==> config.mk <==
export PLATFORM = sky130hd
export DESIGN_NAME = xadac_vload
export DESIGN_NICKNAME = d
export VERILOG_FILES = /design/src/rtl/xadac_vload.sv
export SDC_FILE = /design/constraint.sdc
export NUM_CORES = 1
export LEC_CHECK = 0
export CORE_MARGIN = 4
export CORE_UTILIZATION = 55
export DETAILED_ROUTE_END_ITERATION = 10
export GPL_TIMING_DRIVEN = 0
export PLACE_DENSITY_LB_ADDON = 0.05
export SKIP_CTS_REPAIR_TIMING = 1
export SYNTH_ARGS = -nofsm -noshare
export SYNTH_HDL_FRONTEND = slang
export SYNTH_SLANG_ARGS = --single-unit
==> constraint.sdc <==
create_clock -name clk -period 4.6 [get_ports clk]
set_input_delay 0.46 -clock clk [delete_from_list [all_inputs] [get_ports clk]]
set_output_delay 0.46 -clock clk [all_outputs]
set_load 0.01 [all_outputs]
==> src/rtl/xadac_vload.sv <==
// Vector load accelerator: turns exe requests into AXI reads and returns the read data as vd writes.
// Optional build macro XADAC_VLOAD_ZEROMASK_EN zeroes element lanes at or beyond the requested vlen.
module xadac_vload #(
  parameter int IdWidth      = 2,
  parameter int SbLen        = 2**IdWidth,
  parameter int SbDepth      = SbLen,
  parameter int AddrWidth    = 32,
  parameter int VecDataWidth = 64,
  parameter int ElemWidth    = 8,
  parameter int VecLenWidth  = 4,
  parameter int InstrWidth   = 32
) (
  input  logic                    clk,
  input  logic                    rstn,
  input  logic                    dec_req_valid,
  output logic                    dec_req_ready,
  input  logic [IdWidth-1:0]      dec_req_id,
  output logic                    dec_rsp_valid,
  input  logic                    dec_rsp_ready,
  output logic [IdWidth-1:0]      dec_rsp_id,
  output logic                    dec_rsp_accept,
  output logic [1:0]              dec_rsp_rs_read,
  output logic [2:0]              dec_rsp_vs_read,
  output logic                    dec_rsp_rd_clobber,
  output logic                    dec_rsp_vd_clobber,
  input  logic                    exe_req_valid,
  output logic                    exe_req_ready,
  input  logic [IdWidth-1:0]      exe_req_id,
  input  logic [InstrWidth-1:0]   exe_req_instr,
  input  logic [AddrWidth-1:0]    exe_req_rs_data0,
  output logic                    exe_rsp_valid,
  input  logic                    exe_rsp_ready,
  output logic [IdWidth-1:0]      exe_rsp_id,
  output logic [VecDataWidth-1:0] exe_rsp_vd_data,
  output logic                    exe_rsp_vd_write,
  output logic [IdWidth-1:0]      axi_ar_id,
  output logic [AddrWidth-1:0]    axi_ar_addr,
  output logic                    axi_ar_valid,
  input  logic                    axi_ar_ready,
  input  logic [IdWidth-1:0]      axi_r_id,
  input  logic [VecDataWidth-1:0] axi_r_data,
  input  logic                    axi_r_valid,
  output logic                    axi_r_ready
);

  localparam int Lanes = VecDataWidth / ElemWidth;

  logic [SbDepth-1:0][AddrWidth-1:0]    addr_q;
  logic [SbDepth-1:0][VecLenWidth-1:0]  vlen_q;
  logic [SbDepth-1:0][VecDataWidth-1:0] data_q;
  logic [SbDepth-1:0] req_done_q, ar_done_q, r_done_q, rsp_done_q;

  logic exe_fire, r_ok, rsp_fire, ar_load, rsp_load, ar_found, rsp_found;
  logic [SbDepth-1:0]      ar_pend, rsp_pend;
  logic [IdWidth-1:0]      ar_sel, rsp_sel;
  logic [AddrWidth-1:0]    ar_addr_sel;
  logic [VecDataWidth-1:0] r_data_m, rsp_data_sel;
  logic                    unused_instr;

  assign dec_rsp_valid      = dec_req_valid;
  assign dec_req_ready      = dec_rsp_valid && dec_rsp_ready;
  assign dec_rsp_id         = dec_req_id;
  assign dec_rsp_accept     = 1'b1;
  assign dec_rsp_rs_read    = 2'b01;
  assign dec_rsp_vs_read    = 3'b000;
  assign dec_rsp_rd_clobber = 1'b0;
  assign dec_rsp_vd_clobber = 1'b1;

  assign exe_req_ready = !req_done_q[exe_req_id];
  assign unused_instr  = ^{exe_req_instr[24:0], exe_req_instr[InstrWidth-1:25+VecLenWidth]};

`ifdef XADAC_VLOAD_ZEROMASK_EN
  function automatic logic [VecDataWidth-1:0] lane_mask(input logic [VecDataWidth-1:0] d,
                                                        input logic [VecLenWidth-1:0]  vl);
    logic [VecDataWidth-1:0] m;
    m = d;
    for (int i = 0; i < Lanes; i++) begin
      if (i >= int'(vl)) m[i*ElemWidth +: ElemWidth] = '0;
    end
    return m;
  endfunction
  assign r_data_m = lane_mask(axi_r_data, vlen_q[axi_r_id]);
`else
  logic unused_vlen;
  assign r_data_m    = axi_r_data;
  assign unused_vlen = ^{vlen_q, Lanes[0]};
`endif

  // Handshake decode plus lowest-id pick; a request or R beat landing this cycle is bypassed in.
  always_comb begin
    exe_fire  = exe_req_valid && exe_req_ready;
    r_ok      = axi_r_valid && axi_r_ready && ar_done_q[axi_r_id] && !r_done_q[axi_r_id];
    rsp_fire  = exe_rsp_valid && exe_rsp_ready;
    ar_load   = !axi_ar_valid || axi_ar_ready;
    rsp_load  = !exe_rsp_valid || exe_rsp_ready;
    ar_pend   = (req_done_q & ~ar_done_q) | (exe_fire ? (SbDepth'(1) << exe_req_id) : '0);
    rsp_pend  = (r_done_q & ~rsp_done_q) | (r_ok ? (SbDepth'(1) << axi_r_id) : '0);
    ar_found  = |ar_pend;
    rsp_found = |rsp_pend;
    ar_sel    = '0;
    rsp_sel   = '0;
    for (int i = SbDepth - 1; i >= 0; i--) begin
      ar_sel  = ar_pend[i]  ? IdWidth'(i) : ar_sel;
      rsp_sel = rsp_pend[i] ? IdWidth'(i) : rsp_sel;
    end
    ar_addr_sel  = (exe_fire && exe_req_id == ar_sel) ? exe_req_rs_data0 : addr_q[ar_sel];
    rsp_data_sel = (r_ok && axi_r_id == rsp_sel) ? r_data_m : data_q[rsp_sel];
  end

  // Scoreboard and registered AR / R / exe_rsp channels.
  always_ff @(posedge clk or negedge rstn) begin
    if (!rstn) begin
      addr_q           <= '0;
      vlen_q           <= '0;
      data_q           <= '0;
      req_done_q       <= '0;
      ar_done_q        <= '0;
      r_done_q         <= '0;
      rsp_done_q       <= '0;
      axi_ar_valid     <= 1'b0;
      axi_ar_id        <= '0;
      axi_ar_addr      <= '0;
      axi_r_ready      <= 1'b0;
      exe_rsp_valid    <= 1'b0;
      exe_rsp_id       <= '0;
      exe_rsp_vd_data  <= '0;
      exe_rsp_vd_write <= 1'b0;
    end else begin
      axi_r_ready <= 1'b1;
      if (exe_fire) begin
        addr_q[exe_req_id]     <= exe_req_rs_data0;
        vlen_q[exe_req_id]     <= exe_req_instr[25 +: VecLenWidth];
        req_done_q[exe_req_id] <= 1'b1;
      end
      if (ar_load) begin
        axi_ar_valid <= ar_found;
        axi_ar_id    <= ar_found ? ar_sel : '0;
        axi_ar_addr  <= ar_found ? ar_addr_sel : '0;
        if (ar_found) ar_done_q[ar_sel] <= 1'b1;
      end
      if (r_ok) begin
        data_q[axi_r_id]   <= r_data_m;
        r_done_q[axi_r_id] <= 1'b1;
      end
      if (rsp_load) begin
        exe_rsp_valid    <= rsp_found;
        exe_rsp_id       <= rsp_found ? rsp_sel : '0;
        exe_rsp_vd_data  <= rsp_found ? rsp_data_sel : '0;
        exe_rsp_vd_write <= rsp_found;
        if (rsp_found) rsp_done_q[rsp_sel] <= 1'b1;
      end
      // The delivered entry can never be the target of any other update this cycle.
      if (rsp_fire) begin
        addr_q[exe_rsp_id]     <= '0;
        vlen_q[exe_rsp_id]     <= '0;
        data_q[exe_rsp_id]     <= '0;
        req_done_q[exe_rsp_id] <= 1'b0;
        ar_done_q[exe_rsp_id]  <= 1'b0;
        r_done_q[exe_rsp_id]   <= 1'b0;
        rsp_done_q[exe_rsp_id] <= 1'b0;
      end
    end
  end

endmodule

==> results.toml, run 1 <==
[run_status]
status = "finished, final reports clean"

[final_layout]
final_common_cell = "nand2_1"
area_growth_pct = 20.28
diodes = 0
layout.nets = 2940
fin_util_pct = 66.98
drive_gt1_share_pct = 8.937
layout_common_cells = "nand2_1, dfrtp_1, a21oi_1, clkdlybuf4s50_1, clkbuf_1"
final_area_um2 = 28920
fillCellCount = 3509

[worst_setup_path]
crit_chain = "clkdlybuf4s50_1, buf_2, nor4b_4, nor2_1, o21ai_2, buf_2, mux4_2, a221o_1"
crit_top_cell = "buf_2"
timing.rr.end = "exe_rsp_vd_data[46]$_DFFE_PN0N_"
cp.arrival_ps = 3630
r2r-start = "ar_done_q[0]$_DFF_PN0_"
reg2reg_slack_ps = 1480
cp-end-kind = "flip-flop"
path_max_fanout = 10
rr_worst_depth = 9
cpLargestDelayFamily = "buffers and inverters"
crit_path_start = "exe_req_id[0]"
worstSetupPathType = "input pin to flip-flop"
critPathMaxStageDelay_ps = 580
worst_ep_required_time_ps = 5090
start_kind = "input pin"
path_buf_inv = 3
crit_path_top_delay_cell = "mux4_2"

[sta]
rsz0062_at_grt = "false"
worst_slew_pin_slew_ps = 1340
whs_ps = 298.7
min_period_ps = 3142
slew_headroom_pct = 10.31
setup_tns_ps = 0
skew_ps = 11.51
fmax_mhz = 318.3
period_share_pct = 68.31
hold_violations = 0
setup_viol = 0
timing.final.max_slew_violations = 0

[placed_design]
port_buffers = 215
place_congestion = 0.8998
dp_hpwl_mm = 49.77
place_area_um2 = 27090

[die]
dieHeight_um = 217.1
die-area_um2 = 47120
start_util_pct = 55.69
fp-row-count = 76
io-pin-count = 259
die_width_um = 217.1
coreArea_um2 = 43170

[pwr]
powerDensity_nw_per_um2 = 678.0
p_int_uw = 12430
seqPwrFrac_pct = 36.5
p_switching_uw = 7172
ir_drop_mv = 0.3638
clock_power_share_pct = 22.6
pwr-share-comb_pct = 40.9
p_leak_uw = 0.01295
swShare_pct = 36.58

[logic_synthesis]
synthAdderAreaFrac_pct = 0
synth-xor-area-share_pct = 0.03643
avgSynthCellArea_um2 = 9.566
synth.top_cell.area_share_pct = 52.36
syn_area_um2 = 24040
synthFlopType = "dfrtp_1"
synth_edf_count = 0
yosysTopAreaCell = "dfrtp_1"
ys_top_cells_by_area = "dfrtp_1, nand2_1, a21oi_1"
synth_compound_area_share_pct = 14.02
ys_seq_elements = 503
async_flop_share_pct = 100.0
synth-simple-area-share_pct = 17.00
netlist_instances = 2513
yosysWarnings = 0
synth_top_family_by_area = "simple AND/OR/NAND/NOR gates"
ys_seq_area_share_pct = 52.36
synthMuxAreaShare_pct = 11.73
synth_cell_types = 61

[min_path]
hold_path.startpoint = "exe_req_id[1]"
min_path_type = "input pin to flip-flop"
hold_path_depth = 4
holdPathEnd = "addr_q[0]$_DFF_PN0_"

[global_routing]
first_global_vias = 20510
grt_max_degree = 122
grt_overflow_total = 0
grt_pass1_wl_mm = 114.1
grt_use_total_pct = 30.46
antenna_found_initial = 3

[route]
drtPass1Iterations = 5
wirelength_mm = 72.57
drc = 0
vias = 20470
ant_nets = 0
drtIter0Drc = 1803
avgRoutedWirePerCell_um = 21.18
avgViaCountPerCell = 5.973

[clocking]
htreeDepth = 2
clock_path_buffers = 3
ctsRootBufferMaster = "clkbuf_16"
clkLatencyLatePin_ps = 600
numCtsBuffers = 54
clkTransAtPathRegs_ps = 60
cts_tree = "yes"
cts_sinks = 503

[job]
max-cap-violations = 0
[power by group through the flow]
| stage | Combinational (µW) | Sequential (µW) | Clock [µW] |
|---|---|---|---|
| 5_1_grt | 8680 | 7350 | 4650 |
| 3_5_place_dp | 7960 | 7200 | 0 |
| 4_1_cts | 8000 | 7130 | 4460 |
| 6_report | 8020 | 7150 | 4430 |
| 2_1_floorplan | 5130 | 7100 | 0 |
| 3_3_place_gp | 7760 | 7160 | 0 |
[routing by layer]
| metal | vias to the layer above | global-route usage, % | part of all wire [%] | routed length [µm] |
|---|---|---|---|---|
| met2 | 859 | 50.20 | 49 | 35300 |
| met1 | 10190 | 41.54 | 41 | 29500 |
| met5 | - | 0 | 0.058 | 42 |
| met3 | 163 | 5.278 | 7.5 | 5470 |
| met4 | 6 | 10.01 | 3.1 | 2256 |
| li1 | 9249 | - | - | - |
[per-stage QoR]
stage / power [µW] / setup WS [ps] / std cells
2_1_floorplan: 12240 / 1949 / 2520
3_3_place_gp: 14920 / -18870 / 3320
3_5_place_dp: 15160 / 877.9 / 3326
4_1_cts: 19600 / 1495 / 3426
5_1_grt: 20680 / 1363 / 3427
6_report: 19600 / 1458 / 3427
[registers in the layout (all words and copies together), names as in the netlist]
signal            count
req_done_q            4
rsp_done_q            4
axi_r_ready           1
exe_rsp_vd_write      1
axi_ar_valid          1
axi_ar_id             2
exe_rsp_id            2
r_done_q              4
data_q              256
axi_ar_addr          32
addr_q              128
ar_done_q             4
exe_rsp_vd_data      64
[worst reg2reg max path, cell delays in order, from the launching register on]
cell and delay (ps):
dfrtp_1 450, or3b_1 380, a211o_1 280, a32oi_1 180, buf_4 200, mux2i_1 240, buf_2 430, clkbuf_1 520
a32oi_1 230, o21ai_1 150
[cells by family (layout without fill, tap and decap cells)]
family / after synthesis / in the layout
mux: 231 / 231
xor+xnor: 1 / 1
compound gates: 579 / 579
flops: 503 / 503
buf+inv: 240 / 562
simple gates: 957 / 957
other cells: 2 / 9
[worst max path at each step]
stage | end | depth (start not counted)
global route | axi_ar_addr[23]$_DFFE_PN0N_ | 8
detailed placement | axi_ar_addr[14]$_DFFE_PN0N_ | 8
CTS | axi_ar_addr[17]$_DFFE_PN0N_ | 8
finish | axi_ar_addr[5]$_DFFE_PN0N_ | 8
global placement | exe_rsp_vd_data[30]$_DFFE_PN0N_ | 1
floorplan | axi_ar_addr[10]$_DFFE_PN0N_ | 8
[synthesized netlist by cell type (2+ instances only)]
master and n:
a21oi_1 390, a31oi_1 2, inv_1 11, nand2_1 784
nor3_1 8, nand3b_1 2, clkbuf_1 164, o211ai_1 2
mux2_2 64, mux4_2 34, and3_1 64, buf_2 27
nor2_1 25, a21o_1 4, a2111oi_0 3, nand2b_1 8
and2_1 3, or3_1 5, a32oi_1 65, and4_1 32
buf_12 10, conb_1 2, mux2i_1 132, nand3_1 3
clkbuf_4 2, dfrtp_1 503, a211o_1 2, buf_1 10
or4b_1 2, o21ai_1 65, nor2b_1 6, a221o_1 31
o21ai_0 5, o21ai_2 2, buf_4 15
[cell type report]
type | count | area [µm²] | area share (%)
Clock inverter | 12 | 110.1 | 0.3808
Clock buffer | 88 | 1703 | 5.889
Multi-Input combinational cell | 1777 | 10330 | 35.71
Sequential cell | 503 | 12590 | 43.53
Inverter | 12 | 45.04 | 0.1558
Tap cell | 585 | 732.0 | 2.531
Buffer | 228 | 1116 | 3.860
Timing Repair Buffer | 222 | 2296 | 7.940
Power figures use the tool's default switching activity.
==> run 2: changes to the inputs <==
--- a/config.mk
+++ b/config.mk
@@ -6,7 +6,7 @@
 export NUM_CORES = 1
 export LEC_CHECK = 0
 export CORE_MARGIN = 4
-export CORE_UTILIZATION = 55
+export CORE_UTILIZATION = 52
 export DETAILED_ROUTE_END_ITERATION = 10
 export GPL_TIMING_DRIVEN = 0
 export PLACE_DENSITY_LB_ADDON = 0.05
==> constraint.sdc (replaced) <==
create_clock -name clk -period 2.72 [get_ports clk]
set_input_delay 0.272 -clock clk [delete_from_list [all_inputs] [get_ports clk]]
set_output_delay 0.272 -clock clk [all_outputs]
set_load 0.01 [all_outputs]
==> results.toml, run 2 (same netlist as run 1, synthesis figures left out) <==
[global_routing]
antenna_found_initial = 4
grt_use_total_pct = 29.38
first_global_vias = 20560
grt_pass1_wl_mm = 117.1
grt_overflow_total = 0
grt_max_degree = 123

[sta]
skew_ps = 12.83
worst_slew_pin_slew_ps = 1192
min_period_ps = 2647
timing.final.max_slew_violations = 0
setup_viol = 0
fmax_mhz = 377.8
slew_headroom_pct = 19.77
hold_violations = 0
whs_ps = 201.0
period_share_pct = 97.32
rsz0062_at_grt = "false"

[die]
die_width_um = 223.0
io-pin-count = 259
die-area_um2 = 49740
start_util_pct = 52.75
dieHeight_um = 223.0
fp-row-count = 78
coreArea_um2 = 45580

[final_layout]
reg.largest.list = "data_q (256), addr_q (128), exe_rsp_vd_data (64)"
final_common_cell = "nand2_1"
fillCellCount = 3801
diodes = 0
area_growth_pct = 21.14
seq_area_um2 = 12590
drive_gt1_share_pct = 10.30
largest_reg_flops = 256
layout.nets = 2944
multiInputGateArea_um2 = 10390
fin_util_pct = 63.90
layout_common_cells = "nand2_1, dfrtp_1, a21oi_1, clkdlybuf4s50_1, clkbuf_1"
regMostFlops = "data_q"

[route]
drtIter0Drc = 1765
wirelength_mm = 74.22
avgRoutedWirePerCell_um = 21.54
drtPass1Iterations = 5
ant_nets = 0
drc = 0
vias = 20340
avgViaCountPerCell = 5.904

[pwr]
power_uw = 33560
p_leak_uw = 0.01307
powerDensity_nw_per_um2 = 1152
ir_drop_mv = 0.5921

[worst_setup_path]
path_max_fanout = 10
timing.rr.end = "exe_rsp_vd_data[61]$_DFFE_PN0N_"
path_buf_inv = 3
cp-end-kind = "flip-flop"
crit_path_start = "ar_done_q[3]$_DFF_PN0_"
worst-path-stages = 9
start_kind = "flip-flop"
rr_worst_depth = 9
critPathMaxStageDelay_ps = 470
critPathCapture = "exe_rsp_vd_data[61]$_DFFE_PN0N_"
crit_chain = "mux4_2, nand3_1, nor3b_1, nor3_4, buf_4, buf_4, buf_2, mux2_2, o21ai_1"
r2r-start = "ar_done_q[3]$_DFF_PN0_"
crit_path_top_delay_cell = "mux4_2"
reg2reg_slack_ps = 70
cp.arrival_ps = 3180
cpLargestDelayFamily = "multiplexers"
crit_top_cell = "buf_4"
worstSetupPathType = "flip-flop to flip-flop"
worst_ep_required_time_ps = 3250

[placed_design]
port_buffers = 215
place_congestion = 0.8737
dp_hpwl_mm = 50.35

[clocking]
cts_tree = "yes"
clkLatencyLatePin_ps = 610
numCtsBuffers = 54
ctsRootBufferMaster = "clkbuf_16"
clock_path_buffers = 3
cts_sinks = 503
clkTransAtPathRegs_ps = 60
htreeDepth = 2

[run_status]
status = "finished, final reports clean"

[job]
max-cap-violations = 0

[min_path]
min_path_type = "input pin to flip-flop"
run 2: cell types whose count changed in the layout (fill, tap and decap cells not counted), sizes merged:
cell      previous run  this run
clkinv              10         8
clkinvlp             0         1
buf                 69        71
clkbuf             254       256
run 2: worst min-delay path by stage:
stage	start	endpoint	slack [ps]	cells after the start
after floorplan	rstn	addr_q[0]$_DFF_PN0_	-20	0
after global placement	axi_ar_id[1]$_DFFE_PN0N_	axi_ar_id[1]$_DFFE_PN0N_	470	1
after detailed placement	rstn	axi_ar_addr[16]$_DFFE_PN0N_	340	1
after CTS	rstn	axi_ar_addr[20]$_DFFE_PN0N_	-300	1
after global routing	exe_req_id[1]	addr_q[33]$_DFF_PN0_	240	4
final	exe_req_id[1]	addr_q[1]$_DFF_PN0_	200	5
run 2: metal layers:
| metal | wire [µm] | vias up | track usage, % |
|---|---|---|---|
| met5 | 55 | - | 0 |
| met4 | 2165 | 8 | 10.52 |
| met3 | 4898 | 149 | 4.908 |
| met2 | 35690 | 753 | 47.46 |
| met1 | 31410 | 10180 | 40.52 |
| li1 | - | 9247 | - |
run 2: cell type report:
cell class                      count  area share [%]
Clock inverter                     11          0.3695
Multi-Input combinational cell   1777           35.66
Sequential cell                   503           43.22
Tap cell                          600           2.578
Clock buffer                       88           5.882
Inverter                           12          0.1547
Buffer                            226           4.090
Timing Repair Buffer              228           8.039
run 2: power breakdown:
group	switching, µW	leakage [µW]	total, µW	internal (µW)
Clock	3060	0.000901	7520	4460
Sequential	1700	0.00669	12100	10400
Combinational	7520	0.00549	13900	6400
Total	12300	0.0131	33600	21300
run 2: worst min-delay path, delay by kind of cell:
kind / cells / cell delay (ps)
buffers and inverters: 2 / 310
and+or+nand+nor: 2 / 130
AOI/OAI and AO/OA: 1 / 50
run 2: through the flow:
stage / setup TNS [ps] / setup slack, ps / area (µm²) / instances
after floorplan: 0 / 256.7 / 24070 / 2520
after global placement: - / -20760 / 26970 / 3335
after detailed placement: -164560 / -850.8 / 27100 / 3340
after CTS: -37170 / -443.8 / 28920 / 3439
after global routing: 0 / 8.535 / 29120 / 3445
final: 0 / 72.78 / 29120 / 3445
==> run 3: changes to the inputs <==
--- a/config.mk
+++ b/config.mk
@@ -6,7 +6,8 @@
 export NUM_CORES = 1
 export LEC_CHECK = 0
 export CORE_MARGIN = 4
-export CORE_UTILIZATION = 52
+export CORE_UTILIZATION = 30
+export CTS_CLUSTER_SIZE = 20
 export DETAILED_ROUTE_END_ITERATION = 10
 export GPL_TIMING_DRIVEN = 0
 export PLACE_DENSITY_LB_ADDON = 0.05
==> results.toml, run 3 (same netlist as run 1, synthesis figures left out) <==
[global_routing]
grt_overflow_total = 0
first_global_vias = 20840
grt_max_degree = 113
grt_use_total_pct = 20.21
antenna_found_initial = 6
grt_pass1_wl_mm = 133.1

[final_layout]
largest_reg_flops = 256
reg.largest.list = "data_q (256), addr_q (128), exe_rsp_vd_data (64)"
area_growth_pct = 24.28
regMostFlops = "data_q"
final_common_cell = "nand2_1"
layout_common_cells = "nand2_1, dfrtp_1, a21oi_1, clkdlybuf4s50_1, clkbuf_1"
layout.nets = 2950
drive_gt1_share_pct = 10.76
fin_util_pct = 37.70

[clocking]
ctsRootBufferMaster = "clkbuf_16"
cts_tree = "yes"
clkTransAtPathRegs_ps = 60
cts_sinks = 503
clkLatencyLatePin_ps = 640
numCtsBuffers = 59
htreeDepth = 2
clock_path_buffers = 3

[sta]
period_share_pct = 96.87
fin_ws_ps = 85.10
slew_headroom_pct = 25.51
fmax_mhz = 379.5
min_period_ps = 2635
rsz0062_at_grt = "false"
hold_violations = 0
skew_ps = 33.25
worst_slew_pin_slew_ps = 1117
timing.final.max_slew_violations = 0
setup_viol = 0

[die]
fp-row-count = 103
die_width_um = 291.1
dieHeight_um = 291.1
io-pin-count = 259
start_util_pct = 30.33
coreArea_um2 = 79260
die-area_um2 = 84730

[job]
max-cap-violations = 0

[route]
wirelength_mm = 87.72
avgViaCountPerCell = 5.150
drc = 0
vias = 20120
drtIter0Drc = 1204
drtPass1Iterations = 5
ant_nets = 0
avgRoutedWirePerCell_um = 22.45

[min_path]
min_path_type = "input pin to flip-flop"

[worst_setup_path]
crit_chain = "clkdlybuf4s50_1, buf_2, mux2_1, o221ai_1, nand3_2, clkbuf_2, mux4_2, a221o_1"
crit_path_top_delay_cell = "clkdlybuf4s50_1"
worst_ep_required_time_ps = 3240
critPathMaxStageDelay_ps = 580
cpLargestDelayFamily = "buffers and inverters"
worstSetupPathType = "input pin to flip-flop"
cp-end-kind = "flip-flop"
start_kind = "input pin"
cp.arrival_ps = 3150
path_buf_inv = 3
path_max_fanout = 10

[pwr]
ir_drop_mv = 0.5893
powerDensity_nw_per_um2 = 1154
p_leak_uw = 0.01317

[run_status]
status = "finished, final reports clean"

[placed_design]
dp_slack_ps = -1160
place_congestion = 0.8217
dp_hpwl_mm = 59.63
port_buffers = 215
==> run 3: cell count changes in the layout (fill, tap and decap cells not counted), sizes merged <==
cell and delta:
clkinv -2, diode +3, inv +1, clkinvlp -1, clkbuf +10, buf +1
==> run 3: worst reg2reg max path: cells and delay by family, from the launching register on <==
kind / cells / cell delay, ps
flip-flops: 1 / 420
buffers and inverters: 3 / 710
multiplexers: 1 / 290
AND/OR/NAND/NOR: 1 / 360
AO/OA/AOI/OAI: 4 / 720
==> run 3: worst paths after layout <==
check | end | slack [ps] | from | depth (start not counted)
setup / recovery | axi_ar_addr[29]$_DFFE_PN0N_ | 90 | exe_req_id[0] | 8
hold / removal | addr_q[33]$_DFF_PN0_ | 140 | exe_req_id[1] | 4
setup reg to reg | exe_rsp_vd_data[27]$_DFFE_PN0N_ | 100 | r_done_q[0]$_DFF_PN0_ | 9
hold reg to reg | axi_ar_id[0]$_DFFE_PN0N_ | 490 | axi_ar_id[0]$_DFFE_PN0N_ | 2
max in group asynchronous | data_q[221]$_DFF_PN0_ | 940 | rstn | 4
min in group asynchronous | axi_ar_addr[19]$_DFFE_PN0N_ | 230 | rstn | 2
==> run 3: cell type report <==
type / instances / area [µm²]
Timing Repair Buffer: 229 / 2364
Clock inverter: 9 / 110.1
Buffer: 226 / 1224
Inverter: 12 / 45.04
Fill cell: 7957 / 49380
Antenna cell: 3 / 7.507
Clock buffer: 98 / 1814
Tap cell: 1050 / 1314
Sequential cell: 503 / 12590
Multi-Input combinational cell: 1777 / 10410
==> run 3: routing by layer <==
metal	global-route usage [%]	part of all wire (%)	vias to the layer above
li1	-	-	9274
met4	5.419	2.6	6
met3	3.296	4.9	125
met1	26.90	44	10200
met2	34.25	49	514
met5	0	0.039	-
==> run 3: through the flow <==
step,power [µW],cell area [µm²],cells,hold WS (ps),TNS (ps)
2_1_floorplan,20690,24070,2520,-23.59,0
3_3_place_gp,26100,27530,3785,477.3,-
3_5_place_dp,26390,27700,3792,333.4,-228280
4_1_cts,34490,29620,3899,-360.6,-69870
5_1_grt,36630,29870,3904,141.4,0
6_report,34470,29880,3907,138.2,0
==> run 3: where the power goes <==
part	total, µW	internal [µW]	switching [µW]	leakage (µW)
sequential	12100	10400	1700	0.00668
clock	7950	4690	3260	0.000946
combinational	14400	6480	7920	0.00554
total	34500	21600	12900	0.0132
